`config.mk`:
```
export PLATFORM = sky130hd
export DESIGN_NAME = matrix_result_display
export DESIGN_NICKNAME = d
export VERILOG_FILES = /design/src/rtl/mrd_pkg.sv /design/src/rtl/seg7_hex_decoder.sv /design/src/rtl/matrix_result_display.sv
export SDC_FILE = /design/constraint.sdc
export NUM_CORES = 1
export LEC_CHECK = 0
export ABC_CLOCK_PERIOD_IN_PS = 2700
export BUFFER_PORTS_ARGS = -buffer_cell sky130_fd_sc_hd__buf_2
export CORE_MARGIN = 2
export CORE_UTILIZATION = 53
export DETAILED_ROUTE_END_ITERATION = 16
export PLACE_DENSITY = 0.78
export SETUP_SLACK_MARGIN = 0.1
export SYNTH_ARGS = -nofsm -noshare
export SYNTH_HDL_FRONTEND = slang
export SYNTH_SLANG_ARGS = --single-unit
```
`constraint.sdc`:
```
create_clock -name clk -period 2.7 [get_ports clk]
set_clock_uncertainty 0.2 [all_clocks]
set_input_delay 0.675 -clock clk [delete_from_list [all_inputs] [get_ports clk]]
set_output_delay 0.675 -clock clk [all_outputs]
set_load 0.01 [all_outputs]
```
`src/rtl/mrd_pkg.sv`:
```
// Shared types and constants for the matrix result display.
// State encoding, segment patterns and result-set geometry.
package mrd_pkg;

  typedef enum logic [1:0] {
    IDLE = 2'd0,
    SHOW = 2'd1,
    ERR  = 2'd2
  } state_t;

  localparam logic [6:0] SEG_BLANK = 7'b0000000;
  localparam logic [6:0] SEG_E     = 7'b1111001;

  localparam int RES_W   = 4;
  localparam int NUM_RES = 4;

  // Entry 0 is r11 in the most significant nibble.
  function automatic logic [RES_W-1:0] res_entry(input logic [RES_W*NUM_RES-1:0] data,
                                                 input logic [1:0]               idx);
    return data[(NUM_RES - 1 - int'(idx)) * RES_W +: RES_W];
  endfunction

endpackage

```
`src/rtl/seg7_hex_decoder.sv`:
```
// Combinational 4-bit hex to 7-segment {g,f,e,d,c,b,a} active-high lookup.
// Zero latency, no flow control.
module seg7_hex_decoder (
  input  logic [3:0] hex,
  output logic [6:0] seg
);

  always_comb begin
    seg = 7'h00;
    case (hex)
      4'h0: seg = 7'h3F;
      4'h1: seg = 7'h06;
      4'h2: seg = 7'h5B;
      4'h3: seg = 7'h4F;
      4'h4: seg = 7'h66;
      4'h5: seg = 7'h6D;
      4'h6: seg = 7'h7D;
      4'h7: seg = 7'h07;
      4'h8: seg = 7'h7F;
      4'h9: seg = 7'h6F;
      4'hA: seg = 7'h77;
      4'hB: seg = 7'h7C;
      4'hC: seg = 7'h39;
      4'hD: seg = 7'h5E;
      4'hE: seg = 7'h79;
      4'hF: seg = 7'h71;
      default: seg = 7'h00;
    endcase
  end

endmodule

```
`src/rtl/matrix_result_display.sv`:
```
// Shows a captured 2x2 result set one entry at a time (or 'E') on a single digit.
// First digit one cycle after handshake, HOLD_CYCLES per entry; res_ready low while busy.
// MRD_REPEAT_EN: cycle the display forever and accept a new set in any state.
module matrix_result_display
  import mrd_pkg::*;
#(
  parameter int HOLD_CYCLES = 10_000_000,
  parameter int CNT_W       = 24
) (
  input  logic        clk,
  input  logic        rst_n,
  input  logic        res_valid,
  input  logic [15:0] res_data,
  input  logic        err_in,
  output logic        res_ready,
  output logic [6:0]  seg_out,
  output logic [1:0]  idx_out,
  output logic        busy
);

`ifdef MRD_REPEAT_EN
  localparam bit REPEAT = 1'b1;
`else
  localparam bit REPEAT = 1'b0;
`endif

  localparam logic [CNT_W-1:0] HOLD_LAST = CNT_W'(HOLD_CYCLES - 1);

  state_t                   state;
  logic [CNT_W-1:0]         cnt;
  logic [RES_W*NUM_RES-1:0] res_buf;

  logic       xfer;
  logic       hold_done;
  logic [1:0] idx_next;
  logic [3:0] dec_in;
  logic [6:0] dec_seg;

  assign res_ready = REPEAT || (state == IDLE);
  assign busy      = (state != IDLE);
  assign xfer      = res_valid && res_ready;
  assign hold_done = (cnt == HOLD_LAST);
  assign idx_next  = idx_out + 2'd1;

  // A fresh set decodes straight from the input bus so r11 shows on the next cycle.
  assign dec_in = xfer ? res_entry(res_data, 2'd0) : res_entry(res_buf, idx_next);

  seg7_hex_decoder u_dec (
    .hex (dec_in),
    .seg (dec_seg)
  );

  always_ff @(posedge clk or negedge rst_n) begin
    if (!rst_n) begin
      state   <= IDLE;
      cnt     <= '0;
      res_buf <= '0;
      seg_out <= SEG_BLANK;
      idx_out <= 2'd0;
    end else if (xfer) begin
      res_buf <= res_data;
      cnt     <= '0;
      idx_out <= 2'd0;
      if (err_in) begin
        state   <= ERR;
        seg_out <= SEG_E;
      end else begin
        state   <= SHOW;
        seg_out <= dec_seg;
      end
    end else begin
      case (state)
        SHOW: begin
          if (hold_done) begin
            cnt <= '0;
            if (idx_out == 2'd3 && !REPEAT) begin
              state   <= IDLE;
              seg_out <= SEG_BLANK;
              idx_out <= 2'd0;
            end else begin
              idx_out <= idx_next;
              seg_out <= dec_seg;
            end
          end else begin
            cnt <= cnt + 1'b1;
          end
        end
        ERR: begin
          if (hold_done) begin
            cnt <= '0;
            if (!REPEAT) begin
              state   <= IDLE;
              seg_out <= SEG_BLANK;
            end
          end else begin
            cnt <= cnt + 1'b1;
          end
        end
        default: begin
          cnt <= '0;
        end
      endcase
    end
  end

endmodule
```
## Word level (Yosys, flattened, before mapping)

Memories as Yosys holds them, arrays and structs flattened.
Index checks and enable logic that the tools add are counted.

| operators by class | value |
|---|---|
| shift-type cells | 1 |
| add/sub/neg operators | 3 |
| muxes and demuxes | 20 |
| reduce and logical (&&, ||, !) cells | 10 |
| equal/unequal tests | 7 |

Operator list:

| cell | count |
|---|---|
| $mux W24 | 3 |
| $mux W7 | 5 |
| $add A24 B1 Y24 const B | 1 |
| $eq A24 B24 Y1 const B | 1 |
| $mux W2 | 9 |
| $shiftx A16 B5 Y4 | 1 |
| $pmux W7 S2 | 1 |
| $ne A3 B3 Y1 const B | 3 |
| $reduce_bool A2 Y1 | 3 |
| $eq A2 B2 Y1 const B | 2 |
| $mux W4 | 1 |
| $pmux W2 S2 | 1 |
| $reduce_and A4 Y1 | 1 |
| $reduce_and A3 Y1 | 1 |
| $reduce_bool A3 Y1 | 1 |
| $sub A2 B2 Y3 const A | 1 |
| $add A2 B1 Y2 const B | 1 |
| $eq A2 B1 Y1 const B | 1 |
| $logic_not A2 Y1 | 1 |
| $reduce_and A2 Y1 | 1 |
| $reduce_or A2 Y1 | 1 |
| $logic_and A1 B1 Y1 | 1 |

| storage, ports and cells | value |
|---|---|
| word-level logic and storage cells | 47 |
| output and inout port bits | 11 |
| ROM bits | 112 |
| bits in registers | 51 |
| input bits | 20 |
| memories | 1 |

Memories:

| name | words | bits a word | rd ports | clocked after Yosys merged registers in | wr ports | RTL line | RTL |
|---|---|---|---|---|---|---|---|
| (no name shown) | 16 | 7 | 1 | 0 | 0 | seg7_hex_decoder.sv:10 | `case (hex)` |

## Depth between registers and ports, before layout

Gate-level depths: netlist of the first run.
An unclocked memory read counts as a cell.

| logic depth | value |
|---|---|
| word-level depth | 9 |
| mapped depth | 10 |
| depth with buffers taken out | 10 |

## Modules after synthesis

From an unflattened synthesis of the first run, not the netlist that was laid out.

| unflattened totals | value |
|---|---|
| cell total of the unflattened synthesis | 302 |
| area total of the unflattened synthesis | 2867.8 µm² |

Modules (own cells, without submodules):

| module | area an instance (µm²) | cells each | instances | seq. area each (µm²) |
|---|---|---|---|---|
| matrix_result_display | 2577.5 | 269 | 1 | 1276.2 |
| seg7_hex_decoder | 290.3 | 33 | 1 | 0.0 |

## Worst setup path before layout of the first run

Ideal clock, no wire load.

| path | value |
|---|---|
| path kind | reg2reg |
| start point | reg idx_out[0] |
| end point | reg seg_out[3] |
| cell stages (with the launch flop) | 9 |
| clock period less this slack | 2.631 ns |
| data required time | 2.433 ns |
| setup time | 0.067 ns |
| buffers on the path | 0 |
| setup slack | 0.069 ns |
| arrival | 2.364 ns |
| cell sequence | dfrtp_1 ha_1 mux4_2 mux2i_1 inv_1 ha_1 mux2_1 mux2i_1 a221o_1 |

| on the way | value |
|---|---|
| longest elaborated chain between the ends | 9 |
| elaborated cells between the ends (all ways) | 11 |
| classes of those cells | 2 x add/sub; 1 x eq/ne; 1 x shift; 6 x mux; 1 x memory |

Ends and longest elaborated chain:

| what | RTL line | RTL |
|---|---|---|
| start, declared | matrix_result_display.sv:17 | `output logic [1:0] idx_out,` |
| start signal, assigned | matrix_result_display.sv:81 | `idx_out <= idx_next;` |
| $add A2 B1 Y2 | matrix_result_display.sv:43 | `assign idx_next = idx_out + 2'd1;` |
| $sub A2 B2 Y3 | mrd_pkg.sv:20 | `return data[(NUM_RES - 1 - int'(idx)) * RES_W +: RES_W];` |
| $shiftx A16 B5 Y4 | mrd_pkg.sv:20 |  |
| $mux W4 | matrix_result_display.sv:46 | `assign dec_in = xfer ? res_entry(res_data, 2'd0) : res_entry(res_buf, idx_next);` |
| $mem_v2 Z16 W7 | -- |  |
| $mux W7 | matrix_result_display.sv:76 | `if (idx_out == 2'd3 && !REPEAT) begin` |
| $mux W7 | matrix_result_display.sv:74 | `if (hold_done) begin` |
| $pmux W7 S2 | matrix_result_display.sv:72 | `case (state)` |
| $mux W7 (*) | matrix_result_display.sv:60 | `end else if (xfer) begin` |
| end signal, assigned | matrix_result_display.sv:69 | `seg_out <= dec_seg;` |
| end signal, assigned | matrix_result_display.sv:82 | `seg_out <= dec_seg;` |
| end, declared | matrix_result_display.sv:16 | `output logic [6:0] seg_out,` |

Mark *: on every way between the ends. The rest lies on a longest branch, timed or not. The select of a mux whose other input is x is not followed.
A chain may end at the register's enable or synchronous reset.

## Worst setup path after layout of the first run

Ends and elaborated chain as after synthesis.

==> results of run 1 <==
## layout make-up
type	instances	area, um^2
flip-flops and latches	51	1280
well taps	70	87.6
repair buffers	47	289
inverters	10	37.5
clock buffers	5	68.8
multi-input cells	219	1480
fillers	414	1790
clock inverters	2	37.5
## path summary, 6_finish.rpt
check	from	to	slack, ps	cells after the start
max	idx_out[0]$_DFFE_PN0P_	seg_out[3]$_DFFE_PN0P_	190	8
min	rst_n	seg_out[4]$_DFFE_PN0P_	180	1
min in group clk	seg_out[2]$_DFFE_PN0P_	seg_out[2]$_DFFE_PN0P_	280	2
max in group asynchronous	rst_n	cnt[23]$_DFF_PN0_	1480	2
min reg2reg	seg_out[2]$_DFFE_PN0P_	seg_out[2]$_DFFE_PN0P_	280	2
max reg2reg	idx_out[0]$_DFFE_PN0P_	seg_out[3]$_DFFE_PN0P_	190	8
## per-stage QoR
stage                     setup WS, ps  total power [mW]  instance area [um^2]  TNS, ps  utilization, %
final                              186              3.02                  3280        0            64.6
after global routing              77.2              3.23                  3280        0            64.6
after CTS                          106              2.90                  3180        0            62.6
after detailed placement         -20.0              2.31                  3040    -20.0            59.9
after global placement             102              2.28                  3040        0            59.9
after floorplan                    156              1.99                  2790        0               -
## metal layers
layer	part of all wire (%)	track usage [%]	vias to the layer above
li1	-	-	1076
met1	48	27.5	1035
met2	47	33.5	49
met3	2.8	4.27	11
met4	1.8	6.73	0
met5	0	0	-
## sequential cells by signal, indices dropped and copies added (netlist names)
signal,flops
state,2
res_buf,16
seg_out,7
idx_out,2
cnt,24
## critical path, delay by kind of cell, from the launching register on
kind	cells	cell delay [ps]
buf+inv	2	240
flops	1	440
mux	4	1200
fa+ha+maj	1	230
compound gates	1	150
## kinds of logic (layout without fill, tap and decap cells)
kind of cell | Yosys count | after routing | share of synthesized area [%]
compound gates | 25 | 25 | 6.47
mux | 16 | 16 | 7.99
simple gates | 144 | 144 | 23.9
buf+inv | 21 | 64 | 3.41
fa+ha+maj | 11 | 11 | 4.94
flops | 51 | 51 | 45.8
xor+xnor | 23 | 23 | 7.50
## report_power, final
| part | total (mW) | internal, mW | switching (mW) |
|---|---|---|---|
| clock network | 0.527 | 0.271 | 0.256 |
| registers | 1.08 | 0.957 | 0.123 |
| logic | 1.41 | 0.632 | 0.782 |
## cell usage in the layout, fill, tap and decap left out, types with 5 or more instances in the layout
cell type,count
sky130_fd_sc_hd__buf_2,30
sky130_fd_sc_hd__mux2i_1,6
sky130_fd_sc_hd__buf_4,14
sky130_fd_sc_hd__clkbuf_8,5
sky130_fd_sc_hd__nor3_1,8
sky130_fd_sc_hd__nand3_1,12
sky130_fd_sc_hd__inv_1,9
sky130_fd_sc_hd__xor2_1,8
sky130_fd_sc_hd__and3_1,6
sky130_fd_sc_hd__nor2_1,35
sky130_fd_sc_hd__ha_1,7
sky130_fd_sc_hd__dfrtp_1,50
sky130_fd_sc_hd__xnor2_1,14
sky130_fd_sc_hd__nand2_1,62
## repair_timing
item                                   4_1_cts  5_1_grt
endpoints found under the hold margin        0        0
setup endpoints to repair                    4        4
setup buffers                                2        6
resized for setup                            2       13
pin swaps                                    1        3
hold buffers                                 0        0
==> results by stage, run 1 <==
Status:
- The run finished with clean final reports.

Floorplanning:
- The chip width is 76.5 um.
- In this run the core area contains 26 standard-cell rows.
- The area enclosed by the die boundary is 5850 um^2.
- The initial core utilization is 54.9%.
- 31 I/O pins were placed.
- The total core area is 5070 um^2.
- The height of the die is 76.5 um.

Worst setup path:
- STA classifies the critical path startpoint as a register.
- Traced cell by cell, the critical path runs through buf_6, mux4_2, mux2i_4, inv_1, ha_1, mux2_1, mux2i_1, a221o_1.
- The highest-delay cell along the critical path is sky130_fd_sc_hd__mux4_2.
- The arrival time of the worst setup path is 2570 ps.
- The required time at the worst-slack endpoint is 2750 ps.
- The biggest fanout along the worst timing path is 5.
- For this run, the slowest stage of the critical path takes 530 ps.
- The setup path with the least slack is of type register to register.
- The element type at the critical path end is a register.

Logic synthesis:
- The most area-hungry cell type in the Yosys netlist is sky130_fd_sc_hd__dfrtp_1.
- The most used flip-flop cell after synthesis is sky130_fd_sc_hd__dfrtp_1.
- Summing the sequential cell areas from Yosys gives 45.8% of the chip area.
- Each instance of the synthesized netlist takes up on average 9.58 um^2.
- By area the synthesized netlist is led by sky130_fd_sc_hd__dfrtp_1 46%, sky130_fd_sc_hd__nand2_1 8.5%, sky130_fd_sc_hd__ha_1 4.9%.
- The synthesized design devotes to its leading area cell type 45.8% of total area.
- The synthesized instance count is 291.
- Ranked by instance count, the synthesized netlist is headed by 63 x sky130_fd_sc_hd__nand2_1, 51 x sky130_fd_sc_hd__dfrtp_1, 35 x sky130_fd_sc_hd__nor2_1, 14 x sky130_fd_sc_hd__xnor2_1, 12 x sky130_fd_sc_hd__nand3_1.
- For this run, asynchronously set or reset flops after synthesis account for 100%.
- Counting flops with a built-in enable in the synthesized netlist gives 0.
- The number of synthesis warnings is 0.
- The mapped cell area is 2790 um^2.
- The number of different library cells used by synthesis comes to 45.
- The most common cell in the synthesized netlist is sky130_fd_sc_hd__nand2_1.
- The synthesized flop and latch total is 51.
- Counting every net in the synthesized netlist gives 322.

STA:
- The number of setup violations in the final report is 0.
- The final-report max-slew violation count is 0.
- For the pin with the worst max-slew slack, the measured transition is 647 ps.
- Timing would allow up to 0.398 GHz.
- After layout, the minimum clock period comes to 2510 ps.
- Headroom to the max-slew limit came out at 56.9%.
- The worst hold slack is 185 ps.
- The final hold violation count is 0.
- Setup repair after global routing could not meet its margin everywhere.
- The final critical path takes up 93.1% of the cycle.

Clock tree:
- After clock tree synthesis, the clock-pin slew on the worst setup and hold paths is 100 ps.
- TritonCTS built the clock tree.
- The clock root buffer is sky130_fd_sc_hd__clkbuf_8.
- The total clock buffers created by CTS is 5.
- The total number of H-tree levels is 2.
- The maximum buffer depth of the clock tree is 2.
- The clock latency at the later pin of the worst-skew pair is 310 ps.
- CTS saw 51 sinks.

Detailed routing:
- The number of detailed-routing iterations run before antenna repair is 4.
- The per-cell via count in the routed design is 5.37.
- The remaining design rule violation count is 0.
- Across all layers, the routed design uses 2171 vias.
- In this run, the number of DRC markers left after iteration 0 of detailed routing was 148.
- The count of nets left with antenna violations once routing finished came out at 0.
- After detailed routing, the average wire length per cell comes to 14.4 um.
- After detailed routing, the total wire length is 5820 um.

Global route:
- The via count of the first global-routing pass was 2139.
- The total congestion overflow is 0.
- In the global route stage, overall resource usage came out at 20.5%.
- The first global-routing pass estimated 9670 um of wire.
- The number of antenna violations at the first check in global routing came to 0.
- Entering global routing, the biggest net connects 30 pins.

Placement:
- The quantity of I/O buffers inserted on ports is 30.
- The placed wire-length estimate after detailed placement is 4110 um.
- At the end of routability-driven placement, the weighted congestion stood at 0.942.
- The total placed cells including tap cells is 389.

Cells and area:
- The fraction of layout cells with a size suffix above 1 is 22.8%.
- The repair_antennas step left the layout with diodes totalling 0.
- The final-stage net count is 365.
- The area growth from synthesis to final layout is 17.7%.
- For this run, the number of standard cells in the final layout without fillers is 404.

Pwr:
- The leakage component of the power is 1.54 nW.
- The power density of the placed cells is 921 nW/um^2.
- IR analysis of the VDD net gives a maximum drop of 0.433 mV.

Run:
- The count of maximum capacitance violations is 0.

Min path:
- The path class of the lowest-slack min-delay path is input pin to async pin.
No activity file was read; power rests on OpenSTA's default activity.
==> run 2: changes to the inputs <==
--- a/config.mk
+++ b/config.mk
@@ -7,6 +7,8 @@
 export LEC_CHECK = 0
 export ABC_CLOCK_PERIOD_IN_PS = 2700
 export BUFFER_PORTS_ARGS = -buffer_cell sky130_fd_sc_hd__buf_2
+export CAP_MARGIN = 10
+export CORE_ASPECT_RATIO = 1.25
 export CORE_MARGIN = 2
 export CORE_UTILIZATION = 53
 export DETAILED_ROUTE_END_ITERATION = 16
==> run 2 against run 1 <==
Maximum frequency is 0.59% higher. Critical endpoint unchanged. Setup slack better by 15 ps. Register-to-register slack hardly changed. Via count is 0.92% lower. Critical path depth stayed put. Design area is 2.5% lower. Clock-buffer cell count is 1 higher. Combinational power is 8% lower. Core utilization is 1.7 points lower. Highest routed layer unchanged. Clock power is 3.8% lower. Routed wire length is 5.9% lower. Cell count is 3.5% lower.
==> results by stage, run 2 (same netlist as run 1, synthesis figures left out) <==
Clock tree:
- The total number of H-tree levels is 2 (unchanged).
- The clock root buffer is sky130_fd_sc_hd__clkbuf_8.
- The clock-pin transition on the worst setup and hold timing paths was 90 ps (about the same).
- The maximum buffer depth of the clock tree is 2 (unchanged).
- The quantity of hold-fixing buffers added after cts is 0 (unchanged).
- The number of sinks handled by clock tree synthesis was 51 (unchanged).
- TritonCTS built the clock tree.
- The clock latency at the later pin of the worst-skew pair is 300 ps (about the same).
- The total clock buffers created by CTS was 5 (unchanged).

Cells and area:
- Leaving out fill and tap cells, the most frequent cell in the layout is sky130_fd_sc_hd__nand2_1.
- From synthesis to final layout, the design area changed by 14.8%.
- cnt holds more flip-flops than any other register.
- The top cell types in the final layout, fill and taps aside, are 62 x sky130_fd_sc_hd__nand2_1, 51 x sky130_fd_sc_hd__dfrtp_1, 35 x sky130_fd_sc_hd__nor2_1.
- The final-stage net count is 359 (-1.6%).
- The end-of-flow core utilization is 63.0% (-1.7 points).
- The largest registers in the layout are cnt: 24 flops, res_buf: 16 flops, seg_out: 7 flops.
- The fraction of layout cells with a size suffix above 1 was 20.4% (-2.3 points).
- The non-filler instance count after layout is 390 (-3.5%).
- The flip-flop count of the largest register, all copies and words added is 24 (unchanged).
- The diode insertion count for antenna repair is 0 (unchanged).

Worst setup path:
- The element type at the critical path end is a register.
- The cell family contributing the most delay on the critical path is multiplexers.
- The signal on the critical path passes through buf_6, mux4_2, mux2i_4, ha_1, inv_1, mux2i_1, mux2i_1, a221o_1.
- The count of cells along the worst register-to-register path is 8 (unchanged).
- The critical path buffer and inverter count is 2 (unchanged).
- The required time at the worst-slack endpoint is 2690 ps (-60 ps).
- The delay contributed by the slowest stage of the critical path is 530 ps (about the same).
- The biggest fanout along the worst timing path is 6 (+1).
- The highest-delay cell along the critical path is sky130_fd_sc_hd__mux4_2.
- The type of origin of the critical path is a register.
- The most used cell along the critical path is sky130_fd_sc_hd__mux2i_1.
- The count of cell instances traversed by the critical path is 8 (unchanged).
- The critical path is of the register to register type.
- The arrival time of the worst setup path came to 2490 ps (-80 ps).

Detailed routing:
- The remaining design rule violation count was 0 (unchanged).
- The final routed wirelength across all metal layers is 5480 um (-5.9%).
- The number of design-rule violations left by the first detailed-router iteration is 77 (-48%).
- The number of detailed-routing iterations run before antenna repair is 4 (unchanged).
- The total number of vias is 2151 (-0.92%).
- The per-cell via count in the routed design is 5.52 (+2.6%).
- The average wire per standard cell was 14.1 um (-2.5%).
- The remaining antenna violation count after routing is 0 (unchanged).

Global route:
- The met3 capacity usage during global routing was 3.85% (-0.42 points).
- The total congestion overflow is 0 (unchanged).
- The layer flagged by global routing as most heavily used is met2.
- The global-route wire length before repair came to 9380 um (-2.9%).
- The via count of the first global-routing pass was 2172 (+1.5%).
- The global routing usage summed across all routing layers is 21.1% (+0.60 points).
- The maximum number of pins on one net before global-route repair was 26 (-13%).
- The met2 track demand over resource in global routing is 38.1% (+4.6 points).
- The met1 routing resource usage after global routing is 23.4% (-4.0 points).
- The number of antenna violations at the first check in global routing is 0 (unchanged).

Placement:
- The total placed cells including tap cells was 382 (-1.8%).
- The placed wire-length estimate after detailed placement is 4220 um (+2.7%).
- The final weighted congestion of routability-driven global placement is 0.857 (-9.0%).
- The quantity of I/O buffers inserted on ports was 30 (unchanged).

STA:
- The transition at the pin with the smallest max-transition slack is 491 ps (-156 ps).
- The worst hold slack is 25.7 ps (-159 ps).
- The share of the clock period used by the worst path after layout came to 92.6% (-0.55 points).
- The number of setup violations in the final report is 0 (unchanged).
- The accumulated negative setup slack is 0 ps (unchanged).
- Setup repair after global routing left no endpoint under its margin.
- The peak clock frequency supported by timing is 0.400 GHz (+0.59%).
- The final critical-path required period is 2500 ps (-14.7 ps).
- The worst slew margin relative to its limit is 67.1% (+10 points).
- The final-report max-slew violation count is 0 (unchanged).
- The final hold violation count came to 0 (unchanged).

Pwr:
- The leakage component of the power came to 1.51 nW (-2.2%).
- The net switching fraction of the power is 38.0% (-0.39 points).
- The net load switching power is 1.09 mW (-5.7%).
- The internal power was 1.78 mW (-4.1%).
- The clock share of power is 17.6% (about the same).
- The peak supply drop was 0.391 mV (-9.8%).
- The combinational cell fraction of total power is 45.1% (-1.7 points).
- The sequential share of power is 37.2% (+1.4 points).
- The overall power is 2.88 mW (-4.7%).
- The power density of the placed cells is 900 nW/um^2 (-2.3%).

Min path:
- In this run the worst hold path is classified as input pin to async pin.

Floorplanning:
- The total core area was 5080 um^2 (about the same).
- The height of the die was 85.1 um (+11%).
- The initial core utilization was 54.9% (about the same).
- The count of standard-cell rows was 29 (+12%).
- The chip width is 68.9 um (-10%).
- The area enclosed by the die boundary is 5860 um^2 (about the same).
- The number of top-level pins is 31 (unchanged).

Status:
- The run finished with clean final reports.

Run:
- The count of maximum capacitance violations is 0 (unchanged).
run 2: changes by cell type in the layout (fill, tap and decap cells not counted), sizes merged:
cell,previous run,this run
buf,47,41
clkbuf,5,6
clkinvlp,1,0
run 2: worst paths after layout:
check | to | start | slack [ps]
worst min-delay path | res_buf[5]$_DFFE_PN0N_ | rst_n | 30
worst min register to register | res_buf[3]$_DFFE_PN0N_ | res_buf[3]$_DFFE_PN0N_ | 270
max in group asynchronous | res_buf[7]$_DFFE_PN0N_ | rst_n | 1670
worst max register to register | seg_out[3]$_DFFE_PN0P_ | idx_out[0]$_DFFE_PN0P_ | 200
worst max-delay path | seg_out[3]$_DFFE_PN0P_ | idx_out[0]$_DFFE_PN0P_ | 200
min in group clk | res_buf[3]$_DFFE_PN0N_ | res_buf[3]$_DFFE_PN0N_ | 270
run 2: repair_timing:
action / in CTS / in global routing
resized for setup: 3 / 6
pin swaps: 0 / 1
endpoints found under the setup margin: 1 / 2
buffers inserted: 0 / 1
run 2: stage by stage:
step / setup WS [ps] / area [um^2]
2_1_floorplan: 156 / 2790
3_3_place_gp: 204 / 3040
3_5_place_dp: 77.6 / 3040
4_1_cts: 119 / 3160
5_1_grt: 92.3 / 3200
6_report: 200 / 3200
run 2: layer usage:
layer	wire, um	part of all wire [%]
met1	2330	43
met2	2810	51
met3	163	3.0
met4	175	3.2
met5	0	0
run 2: power by group through the flow:
stage | combinational (mW) | clock (mW) | sequential, mW
3_5_place_dp | 1.27 | 0 | 1.09
5_1_grt | 1.46 | 0.556 | 1.10
6_report | 1.30 | 0.507 | 1.07
4_1_cts | 1.30 | 0.521 | 1.07
2_1_floorplan | 0.915 | 0 | 1.08
3_3_place_gp | 1.24 | 0 | 1.08
run 2: final cells by class:
| type | instances | area (um^2) |
|---|---|---|
| fillers | 418 | 1880 |
| multi-input cells | 219 | 1460 |
| flip-flops and latches | 51 | 1280 |
| repair buffers | 41 | 249 |
| well taps | 62 | 77.6 |
| clock buffers | 6 | 72.6 |
| inverters | 10 | 37.5 |
| clock inverters | 1 | 30.0 |
